==> src/rtl/bram_axis_packetizer_if.sv <==
// AXI-Stream link carrying the packetizer's framed output.
interface bram_axis_packetizer_if #(
  parameter int DW = 16
);
  logic [DW-1:0] tdata;
  logic          tvalid;
  logic          tready;
  logic          tlast;

  modport master (output tdata, output tvalid, output tlast, input tready);
  modport slave  (input tdata, input tvalid, input tlast, output tready);
endinterface

==> src/rtl/bram_axis_packetizer.sv <==
// Reads a bank x address rectangle from the banked BRAM read port and emits
// it as a framed AXI-Stream packet: 4 header words, then bank-major data.
module bram_axis_packetizer #(
  parameter int            DW         = 16,
  parameter int            NUM_BRAMS  = 16,
  parameter int            ADDR_WIDTH = 10,
  parameter int            BANK_W     = 4,
  parameter logic [DW-1:0] MAGIC      = 16'hC0DE,
  parameter int            FIFO_DEPTH = 4
) (
  input  logic                     aclk,
  input  logic                     aresetn,
  input  logic                     start,
  input  logic [BANK_W-1:0]        cfg_bank_first,
  input  logic [BANK_W-1:0]        cfg_bank_last,
  input  logic [ADDR_WIDTH-1:0]    cfg_addr_start,
  input  logic [ADDR_WIDTH:0]      cfg_addr_count,
  output logic                     rd_en,
  output logic [BANK_W-1:0]        rd_bank,
  output logic [ADDR_WIDTH-1:0]    rd_addr,
  input  logic [NUM_BRAMS*DW-1:0]  rd_data_flat,
  bram_axis_packetizer_if.master   m_axis,
  output logic                     busy,
  output logic                     done,
  output logic                     err_cfg
);
  localparam int PW = $clog2(FIFO_DEPTH);
  localparam int CW = PW + 1;
  localparam logic [ADDR_WIDTH+1:0] ADDR_SPAN = (ADDR_WIDTH+2)'(1) << ADDR_WIDTH;

  typedef enum logic [2:0] {S_IDLE, S_HDR, S_DATA, S_DRAIN, S_DONE} state_t;

  state_t                state_q, state_d;
  logic [BANK_W-1:0]     first_q, first_d, last_q, last_d, bank_q, bank_d;
  logic [BANK_W-1:0]     ret_bank_q, ret_bank_d;
  logic [ADDR_WIDTH-1:0] base_q, base_d, addr_q, addr_d;
  logic [ADDR_WIDTH:0]   cnt_q, cnt_d, off_q, off_d;
  logic [1:0]            hdr_q, hdr_d;
  logic                  ret_vld_q, ret_vld_d, ret_last_q, ret_last_d;
  logic                  err_q, err_d;
  logic [CW-1:0]         wr_ptr_q, wr_ptr_d, rd_ptr_q, rd_ptr_d;

  // Entry = {last flag, data word}
  logic [DW:0]           mem_q [FIFO_DEPTH];
  logic [DW:0]           head, push_word;
  logic                  push, pop;
  logic [CW-1:0]         fifo_cnt;
  logic                  fifo_full, fifo_empty;
  logic [CW:0]           credit;
  logic                  credit_ok, hdr_push, rd_go, off_wrap, rd_final, cfg_ok;
  logic [ADDR_WIDTH+1:0] cfg_span;

  assign fifo_cnt   = wr_ptr_q - rd_ptr_q;
  assign fifo_full  = (fifo_cnt == CW'(FIFO_DEPTH));
  assign fifo_empty = (fifo_cnt == '0);
  assign pop        = !fifo_empty && m_axis.tready;
  assign head       = mem_q[rd_ptr_q[PW-1:0]];

  assign m_axis.tvalid = !fifo_empty;
  assign m_axis.tdata  = fifo_empty ? '0 : head[DW-1:0];
  assign m_axis.tlast  = !fifo_empty && head[DW];

  assign cfg_span = {2'b00, cfg_addr_start} + {1'b0, cfg_addr_count};
  assign cfg_ok   = (cfg_bank_first <= cfg_bank_last) && (cfg_span <= ADDR_SPAN);

  // Credit counts entries already stored, the read in flight and a header
  // word being pushed this cycle, so a read issued now always has a slot.
  assign hdr_push  = (state_q == S_HDR) && !fifo_full;
  assign credit    = {1'b0, fifo_cnt} + {{CW{1'b0}}, ret_vld_q} + {{CW{1'b0}}, hdr_push};
  assign credit_ok = credit < (CW+1)'(FIFO_DEPTH);
  // The first read overlaps the W3 push so data follows the header bubble-free.
  assign rd_go     = credit_ok && ((state_q == S_DATA) ||
                                   (hdr_push && hdr_q == 2'd3 && cnt_q != '0));
  assign off_wrap  = (off_q == cnt_q - (ADDR_WIDTH+1)'(1));
  assign rd_final  = off_wrap && (bank_q == last_q);

  assign rd_bank = bank_q;
  assign rd_addr = addr_q;
  assign busy    = (state_q != S_IDLE);
  assign done    = (state_q == S_DONE);
  assign err_cfg = err_q;

  // FIFO write source: returning read data, otherwise the current header word
  always_comb begin
    push      = 1'b0;
    push_word = '0;
    if (ret_vld_q) begin
      push      = 1'b1;
      push_word = {ret_last_q, rd_data_flat[ret_bank_q*DW +: DW]};
    end else if (hdr_push) begin
      push = 1'b1;
      unique case (hdr_q)
        2'd0:    push_word = {1'b0, MAGIC};
        2'd1:    push_word = {1'b0, DW'({last_q, first_q})};
        2'd2:    push_word = {1'b0, DW'(base_q)};
        default: push_word = {(cnt_q == '0), DW'(cnt_q)};
      endcase
    end
    wr_ptr_d = wr_ptr_q + CW'(push);
    rd_ptr_d = rd_ptr_q + CW'(pop);
  end

  // Next-state, read issue and address walk
  always_comb begin
    state_d    = state_q;
    first_d    = first_q;
    last_d     = last_q;
    base_d     = base_q;
    cnt_d      = cnt_q;
    bank_d     = bank_q;
    addr_d     = addr_q;
    off_d      = off_q;
    hdr_d      = hdr_q;
    ret_vld_d  = 1'b0;
    ret_last_d = 1'b0;
    ret_bank_d = ret_bank_q;
    err_d      = 1'b0;
    rd_en      = 1'b0;

    if (rd_go) begin
      rd_en      = 1'b1;
      ret_vld_d  = 1'b1;
      ret_last_d = rd_final;
      ret_bank_d = bank_q;
      if (off_wrap) begin
        off_d  = '0;
        addr_d = base_q;
        bank_d = bank_q + BANK_W'(1);
      end else begin
        off_d  = off_q + (ADDR_WIDTH+1)'(1);
        addr_d = addr_q + ADDR_WIDTH'(1);
      end
    end

    unique case (state_q)
      S_IDLE: if (start) begin
        if (cfg_ok) begin
          first_d = cfg_bank_first;
          last_d  = cfg_bank_last;
          base_d  = cfg_addr_start;
          cnt_d   = cfg_addr_count;
          bank_d  = cfg_bank_first;
          addr_d  = cfg_addr_start;
          off_d   = '0;
          hdr_d   = 2'd0;
          state_d = S_HDR;
        end else begin
          err_d = 1'b1;
        end
      end
      S_HDR: if (hdr_push) begin
        hdr_d = hdr_q + 2'd1;
        if (hdr_q == 2'd3) begin
          if (cnt_q == '0 || (rd_go && rd_final)) state_d = S_DRAIN;
          else                                    state_d = S_DATA;
        end
      end
      S_DATA:  if (rd_go && rd_final) state_d = S_DRAIN;
      S_DRAIN: if (pop && head[DW]) state_d = S_DONE;
      S_DONE:  state_d = S_IDLE;
      default: state_d = S_IDLE;
    endcase
  end

  // State and datapath registers
  always_ff @(posedge aclk or negedge aresetn) begin
    if (!aresetn) begin
      state_q    <= S_IDLE;
      first_q    <= '0;
      last_q     <= '0;
      base_q     <= '0;
      cnt_q      <= '0;
      bank_q     <= '0;
      addr_q     <= '0;
      off_q      <= '0;
      hdr_q      <= '0;
      ret_vld_q  <= 1'b0;
      ret_last_q <= 1'b0;
      ret_bank_q <= '0;
      err_q      <= 1'b0;
      wr_ptr_q   <= '0;
      rd_ptr_q   <= '0;
    end else begin
      state_q    <= state_d;
      first_q    <= first_d;
      last_q     <= last_d;
      base_q     <= base_d;
      cnt_q      <= cnt_d;
      bank_q     <= bank_d;
      addr_q     <= addr_d;
      off_q      <= off_d;
      hdr_q      <= hdr_d;
      ret_vld_q  <= ret_vld_d;
      ret_last_q <= ret_last_d;
      ret_bank_q <= ret_bank_d;
      err_q      <= err_d;
      wr_ptr_q   <= wr_ptr_d;
      rd_ptr_q   <= rd_ptr_d;
    end
  end

  // FIFO storage; contents are don't-care while the pointers say empty
  always_ff @(posedge aclk) begin
    if (push) mem_q[wr_ptr_q[PW-1:0]] <= push_word;
  end
endmodule

==> src/flat_wrapper.sv <==
// flat-port wrapper written by rule: the top's interface ports become plain ports
module bram_axis_packetizer_flat 
#(
  parameter int            DW         = 16,
  parameter int            NUM_BRAMS  = 16,
  parameter int            ADDR_WIDTH = 10,
  parameter int            BANK_W     = 4,
  parameter logic [DW-1:0] MAGIC      = 16'hC0DE,
  parameter int            FIFO_DEPTH = 4
)
  (aclk, aresetn, start, cfg_bank_first, cfg_bank_last, cfg_addr_start, cfg_addr_count, rd_en, rd_bank, rd_addr, rd_data_flat, busy, done, err_cfg, m_axis_tdata, m_axis_tvalid, m_axis_tlast, m_axis_tready);
  bram_axis_packetizer_if #(.DW(DW)) m_axis_i ();
  input  logic aclk;
  input  logic aresetn;
  input  logic start;
  input  logic [BANK_W-1:0] cfg_bank_first;
  input  logic [BANK_W-1:0] cfg_bank_last;
  input  logic [ADDR_WIDTH-1:0] cfg_addr_start;
  input  logic [ADDR_WIDTH:0] cfg_addr_count;
  output logic rd_en;
  output logic [BANK_W-1:0] rd_bank;
  output logic [ADDR_WIDTH-1:0] rd_addr;
  input  logic [NUM_BRAMS*DW-1:0] rd_data_flat;
  output logic busy;
  output logic done;
  output logic err_cfg;
  output wire logic [$bits(m_axis_i.tdata)-1:0] m_axis_tdata;
  output wire logic [$bits(m_axis_i.tvalid)-1:0] m_axis_tvalid;
  output wire logic [$bits(m_axis_i.tlast)-1:0] m_axis_tlast;
  input wire logic [$bits(m_axis_i.tready)-1:0] m_axis_tready;
  assign m_axis_tdata = m_axis_i.tdata;
  assign m_axis_tvalid = m_axis_i.tvalid;
  assign m_axis_tlast = m_axis_i.tlast;
  assign m_axis_i.tready = m_axis_tready;
  bram_axis_packetizer #(.DW(DW), .NUM_BRAMS(NUM_BRAMS), .ADDR_WIDTH(ADDR_WIDTH), .BANK_W(BANK_W), .MAGIC(MAGIC), .FIFO_DEPTH(FIFO_DEPTH)) u_core (.aclk(aclk), .aresetn(aresetn), .start(start), .cfg_bank_first(cfg_bank_first), .cfg_bank_last(cfg_bank_last), .cfg_addr_start(cfg_addr_start), .cfg_addr_count(cfg_addr_count), .rd_en(rd_en), .rd_bank(rd_bank), .rd_addr(rd_addr), .rd_data_flat(rd_data_flat), .m_axis(m_axis_i), .busy(busy), .done(done), .err_cfg(err_cfg));
endmodule
==> config.mk <==
export PLATFORM = sky130hd
export DESIGN_NAME = bram_axis_packetizer_flat
export DESIGN_NICKNAME = d
export VERILOG_FILES = /design/src/rtl/bram_axis_packetizer_if.sv /design/src/rtl/bram_axis_packetizer.sv /design/src/flat_wrapper.sv
export SDC_FILE = /design/constraint.sdc
export NUM_CORES = 1
export LEC_CHECK = 0
export BUFFER_PORTS_ARGS = -buffer_cell sky130_fd_sc_hd__buf_2
export CAP_MARGIN = 25
export CORE_MARGIN = 4
export CORE_UTILIZATION = 50
export CTS_BUF_LIST = sky130_fd_sc_hd__clkbuf_8
export CTS_CLUSTER_SIZE = 40
export DETAILED_ROUTE_END_ITERATION = 10
export HOLD_SLACK_MARGIN = 0.08
export PLACE_DENSITY = 0.79
export SLEW_MARGIN = 20
export SYNTH_ARGS = -nofsm -noshare
export SYNTH_HDL_FRONTEND = slang
export SYNTH_SLANG_ARGS = --single-unit
==> constraint.sdc <==
create_clock -name aclk -period 7 [get_ports aclk]
set_input_delay 0 -clock aclk [delete_from_list [all_inputs] [get_ports aclk]]
set_output_delay 0 -clock aclk [all_outputs]
set_load 0.01 [all_outputs]
Word-level counts from Yosys, hierarchy flattened

Memories as Yosys holds them, arrays and structs flattened.
Cells that the tools add are included.

Flip-flop bits (word level): 72
Memory bits (writable): 68
Input bits: 289
Output and inout bits: 36
Word-level logic and storage cells: 111
Memories kept: 1

Add/subtract/negate cells: 11
Order comparisons: 3
Equality and inequality tests: 16
Shift-type cells: 1
Multiplexer cells: 40
Reductions and logical operators: 24

Memories:

| memory       | depth | width | rd ports | clocked after Yosys merged registers in | wr ports | RTL line                   | RTL |
|---|---|---|---|---|---|---|---|
| u_core.mem_q | 4     | 17    | 1        | 0                                       | 1        | bram_axis_packetizer.sv:44 | `logic [DW:0] mem_q [FIFO_DEPTH];` |

Operator list:

| operator                                                         | count |
|---|---|
| variable part select 256 x 9 -> 16 bit                           | 1 |
| two-way mux 11 bit                                               | 5 |
| one-hot mux 17 bit (3 select lines)                              | 1 |
| two-way mux 10 bit                                               | 5 |
| two-way mux 17 bit                                               | 2 |
| two-way mux 4 bit                                                | 5 |
| two-way mux 3 bit                                                | 6 |
| two-way mux 16 bit                                               | 1 |
| adder 10 x 11 -> 12 bit                                          | 1 |
| less-or-equal comparator 12 x 11 -> 1 bit, second input constant | 1 |
| one-hot mux 3 bit (4 select lines)                               | 1 |
| adder 11 x 1 -> 11 bit, second input constant                    | 1 |
| equality test 11 bit                                             | 1 |
| zero test 11 bit                                                 | 1 |
| nonzero test 11 bit                                              | 1 |
| subtractor 11 x 1 -> 11 bit, second input constant               | 1 |
| adder 10 x 1 -> 10 bit, second input constant                    | 1 |
| logical AND 1 bit                                                | 10 |
| two-way mux 1 bit                                                | 10 |
| adder 3 x 1 -> 3 bit                                             | 2 |
| equality test 3 x 2 -> 1 bit, second input constant              | 2 |
| equality test 3 bit, second input constant                       | 2 |
| zero test 3 bit                                                  | 2 |
| two-way mux 2 bit                                                | 3 |
| other kinds (22)                                                 | 29 |

Depth between registers and ports, before layout

Word-level depth: 14
Depth in mapped cells: 17
Gate-level depth less buffers: 17

Least setup slack after synthesis

Ideal clock, no wire load.

Path type: flip-flop to flip-flop
Start: reg u_core.wr_ptr_q[0]
End: reg u_core.addr_q[9] (netlist: u_core.rd_addr[9])
Library setup time: 0.125 ns
Arrival time: 3.542 ns
Required time: 6.875 ns
Path slack: 3.333 ns
Cell stages (with the launch flop): 18
Path buffers: 1
Clock period less this slack: 3.667 ns
Path through: dfrtp_1 -> inv_1 -> ha_1 -> fa_1 -> xnor2_1 -> nand3_1 -> nand3_1 -> inv_1 -> ha_1 -> a21oi_1 -> nor2_1 -> or3_1 -> or2_1 -> buf_4 -> nor3_1 -> xor2_1 -> mux2_2 -> mux2_4

Longest elaborated chain between the ends: 12
Elaborated cells between the ends (all ways): 15
Classes of those cells: add/sub (3); order compare (1); eq/ne (1); mux (4); reduce/logical (6)

Ends and longest elaborated chain:

| what                                                                         | RTL line                    | RTL |
|---|---|---|
| start: declaration                                                           | bram_axis_packetizer.sv:41  | `logic [CW-1:0] wr_ptr_q, wr_ptr_d, rd_ptr_q, rd_ptr_d;` |
| start signal: assignment                                                     | bram_axis_packetizer.sv:197 | `wr_ptr_q <= wr_ptr_d;` |
| subtractor 3 bit *                                                           | bram_axis_packetizer.sv:53  | `assign fifo_cnt = wr_ptr_q - rd_ptr_q;` |
| parallel branches: the longest is 6 deep, another holds adder 3 x 1 -> 4 bit | n/a                         |  |
| logical AND 1 bit *                                                          | bram_axis_packetizer.sv:72  | `assign rd_go = credit_ok && ((state_q == S_DATA) \|\|` |
| two-way mux 10 bit *                                                         | bram_axis_packetizer.sv:120 | `if (rd_go) begin` |
| two-way mux 10 bit                                                           | bram_axis_packetizer.sv:137 | `if (cfg_ok) begin` |
| two-way mux 10 bit                                                           | bram_axis_packetizer.sv:136 | `S_IDLE: if (start) begin` |
| two-way mux 10 bit *                                                         | bram_axis_packetizer.sv:135 | `unique case (state_q)` |
| via u_core.addr_d[9]                                                         | bram_axis_packetizer.sv:36  | `logic [ADDR_WIDTH-1:0] base_q, base_d, addr_q, addr_d;` |
| end signal: assignment                                                       | bram_axis_packetizer.sv:190 | `addr_q <= addr_d;` |
| end: declaration                                                             | bram_axis_packetizer.sv:36  |  |

Mark *: on every way through the listed nets, which the timed path passes.
A chain may end at the register's enable or synchronous reset.

Worst setup path in the final report

Start: reg u_core.rd_ptr_q[1]
End: reg u_core.addr_q[6] (netlist: u_core.rd_addr[6])

Longest elaborated chain between the ends: 12
Elaborated cells between the ends (all ways): 15
Classes of those cells: add/sub (3); order compare (1); eq/ne (1); mux (4); reduce/logical (6)

Ends and longest elaborated chain:

| what                                                                         | RTL line                    | RTL |
|---|---|---|
| start: declaration                                                           | bram_axis_packetizer.sv:41  |  |
| start signal: assignment                                                     | bram_axis_packetizer.sv:198 | `rd_ptr_q <= rd_ptr_d;` |
| subtractor 3 bit *                                                           | bram_axis_packetizer.sv:53  |  |
| parallel branches: the longest is 6 deep, another holds adder 3 x 1 -> 4 bit | n/a                         |  |
| logical AND 1 bit *                                                          | bram_axis_packetizer.sv:72  |  |
| two-way mux 10 bit *                                                         | bram_axis_packetizer.sv:120 |  |
| two-way mux 10 bit                                                           | bram_axis_packetizer.sv:137 |  |
| two-way mux 10 bit                                                           | bram_axis_packetizer.sv:136 |  |
| two-way mux 10 bit *                                                         | bram_axis_packetizer.sv:135 |  |
| via u_core.addr_d[6]                                                         | bram_axis_packetizer.sv:36  |  |

Marked as above.

==> results.txt <==
Die X: 147 um
First-pass GRT wire length: 48.9 mm
Mapped Area: 9620 um2
Combinational share of power: 51.9%
Chip Height: 147 um
Mapped Nets: 1,063
Mapped Cells: 743
Worst Path Arrival: 5490 ps
Die ar.: 21,500 um2
Tot Pwr: 4.80 mW
Biggest cell delay along the critical path: 710 ps
Iter 0 DRT Violations: 753
Fin Setup TNS: 0 ps
WL final: 32.8 mm
Post-DR vias/cell: 6.03
List of most frequent post-synthesis cells: 97 x mux4_2, 72 x dfrtp_1, 68 x edfxtp_1
Area used by multi-input combinational logic: 5440 um2
Largest net degree at the start of global routing: 73
Pwr Density: 396 nW/um2
Sequential Area: 3850 um2
Slew margin rel.: 35.2%
Share of cells above drive strength 1: 47.9%
Most Crowded Layer GR: met2
CP Class: reg2reg
Final slew viol count: 0
Final hold vios: 0
Clock latency on the worst-skew pair: 460 ps
Starting Density: 51.1%
GRT overflow: 0
Peak VDD IR: 0.000226 V
Sequential share of the synthesized area: 40.0%
Hold Crit Class: in2async
DR vias: 8,135
Final WS setup: 1860 ps
Area growth syn-to-layout: 26.0%
Pre-CTS setup slack: 1920 ps
Met2 usage: 46.0%
Critical-path maximum fanout: 20
Synth Flop Type: dfrtp_1
IO buf count: 324
Final antenna-violating net count: 0
Synth async-reset ratio: 51.4%
Initial antenna violation count: 10
Post-synth EDFFs: 68
Top-count cell post-synth: mux4_2
Clock-pin slew of the registers on the worst-case setup and hold paths: 90 ps
TritonCTS clock tree: done
#FFs+latches synth: 140
Final period util: 73.5%
Critical Path End Type: flop
Pint: 2.83 mW
Status: completed
Clock power frac: 13.7%
DRC: 0
Clk sinks: 140
TritonCTS Buffers: 17
Max-cap violation count: 0
WHS: 294 ps
Area leader, netlist: mux4_2
Largest cells by area after synthesis: mux4_2 23%, edfxtp_1 21%, dfrtp_1 19%
Post-DP HPWL: 26.4 mm
CP Data Required Time: 7340 ps
Io pins: 325
Yosys cell types: 78
Sw frac: 41.0%
DR pass1 iterations: 5
Post CTS Setup Buffer Count: 0
Seq pwr share: 34.4%
Synth top area share: 22.7%
Vias in the first global route: 8,146
Peak Freq: 0.194 GHz
Fill count: 1,401
H-tree level count: 4
Finished Core Util: 64.4%
Setup violators final: 0
Clock buffer depth: 2
Final net count: 1,395
Setup crit start kind: flop
Rows: 50
Detailed-route wire length per cell: 24.3 um
Leakage: 5.25 nW
Met1 Track Usage GR: 40.1%
Core footprint: 18,800 um2
GRT Total Usage: 30.4%
GR Util met3: 13.6%
Clock root buffer: clkbuf_8
Avg Cell Area, Syn: 12.9 um2
Slew @ Worst Pin: 972 ps
Slowest cell on crit path: dfrtp_1
Unrepaired setup endpoints after global routing: no
Tmin final: 5140 ps
Worst path cell trace: fa_1 > xnor2_1 > nand3_1 > nand3_1 > inv_1 > ha_1 > a21oi_1 > nor2_1 > or3_1 > or2_1 > inv_2 > and4_1 > xor2_1 > mux2_2 > mux2_4
R2r worst-path depth: 15
Most prevalent standard cell on the critical path: nand3_1
Clk_skew: 13.5 ps
RePlAce Congestion: 0.922
Ys Warns: 0
Net switching power: 1.97 mW
## placed cells by master, fill, tap and decap left out, types with 6 or more instances in the layout
cell / count
dlygate4sd3_1: 32
buf_2: 324
clkbuf_8: 17
inv_1: 28
buf_4: 7
mux2_4: 34
a221oi_1: 8
and3_1: 9
xor2_1: 12
dfrtp_1: 70
a21oi_1: 21
nand3_1: 22
mux4_2: 97
nor2b_1: 25
o21ai_0: 21
edfxtp_1: 68
ha_1: 29
a211oi_1: 6
xnor2_1: 24
nor3_1: 8
o31ai_1: 10
nor2_1: 37
nand2_1: 58
## worst max-delay path, delay by kind of cell, from the launching register on
family	cells	cell delay, ps
XOR/XNOR	2	340
adder cells (fa/ha/maj)	2	940
multiplexers	2	510
AO/OA/AOI/OAI	1	140
AND/OR/NAND/NOR	6	1740
flip-flops	1	710
buffers and inverters	2	650
## metal layers
layer	wire length, um	vias to the layer above
li1	-	3571
met1	12900	4074
met2	14900	415
met3	4130	61
met4	821	14
met5	94	-
## power by group through the flow
stage               clock network, mW  logic, mW  registers, mW
floorplan                           0       1.87           1.43
global placement                    0       2.40           1.65
detailed placement                  0       2.46           1.66
CTS                             0.666       2.49           1.65
global route                    0.708       2.69           1.70
finish                          0.659       2.49           1.65
## registers in the layout, indices dropped and copies added (netlist names), 2 cells and up
| name | flops |
|---|---|
| u_core.mem_q | 68 |
| u_core.cnt_q | 11 |
| u_core.off_q | 11 |
| u_core.base_q | 10 |
| u_core.rd_addr | 10 |
| u_core.first_q | 4 |
| u_core.last_q | 4 |
| u_core.rd_bank | 4 |
| u_core.ret_bank_q | 4 |
| u_core.rd_ptr_q | 3 |
| u_core.state_q | 3 |
| u_core.wr_ptr_q | 3 |
| u_core.hdr_q | 2 |
## through the flow
stage,std cells,instance area (um2)
floorplan,743,9620
global placement,1284,11400
detailed placement,1284,11400
CTS,1348,12100
global route,1349,12100
finish,1350,12100
## what timing repair did
action,4_1_cts,5_1_grt
gates resized for setup,0,0
hold endpoints to repair,120,0
hold buffers,32,0
## worst paths after layout
path                                    start                    to  slack [ps]
max                        u_core.rd_ptr_q[1]     u_core.rd_addr[6]        1860
max reg2reg                u_core.rd_ptr_q[1]     u_core.rd_addr[6]        1860
min                                   aresetn       u_core.cnt_q[5]         290
min reg2reg                 u_core.first_q[0]     u_core.first_q[0]         510
max in group asynchronous             aresetn  u_core.ret_bank_q[0]        5970
min in group aclk           rd_data_flat[110]   u_core.mem_q[2][14]         330
## kinds of logic (layout without fill, tap and decap cells)
logic type / Yosys count / after routing / synth area share (%)
XOR/XNOR: 37 / 37 / 3.51
multiplexers: 138 / 138 / 28.8
AO/OA/AOI/OAI: 110 / 110 / 8.26
buffers and inverters: 78 / 423 / 3.55
adder cells (fa/ha/maj): 31 / 31 / 4.19
flip-flops: 140 / 140 / 40.0
other: 0 / 2 / 0
AND/OR/NAND/NOR: 209 / 209 / 11.7
## cell type report
cell class	count	share of cell area, %
clock inverter	15	1.35
antenna	2	0.0413
clock buffer	17	1.93
inverter	28	0.867
sequential	140	31.8
tap	260	2.68
timing repair buffer	363	16.5
multi-input combinational	525	44.9
(Power assumes the default switching activity.)
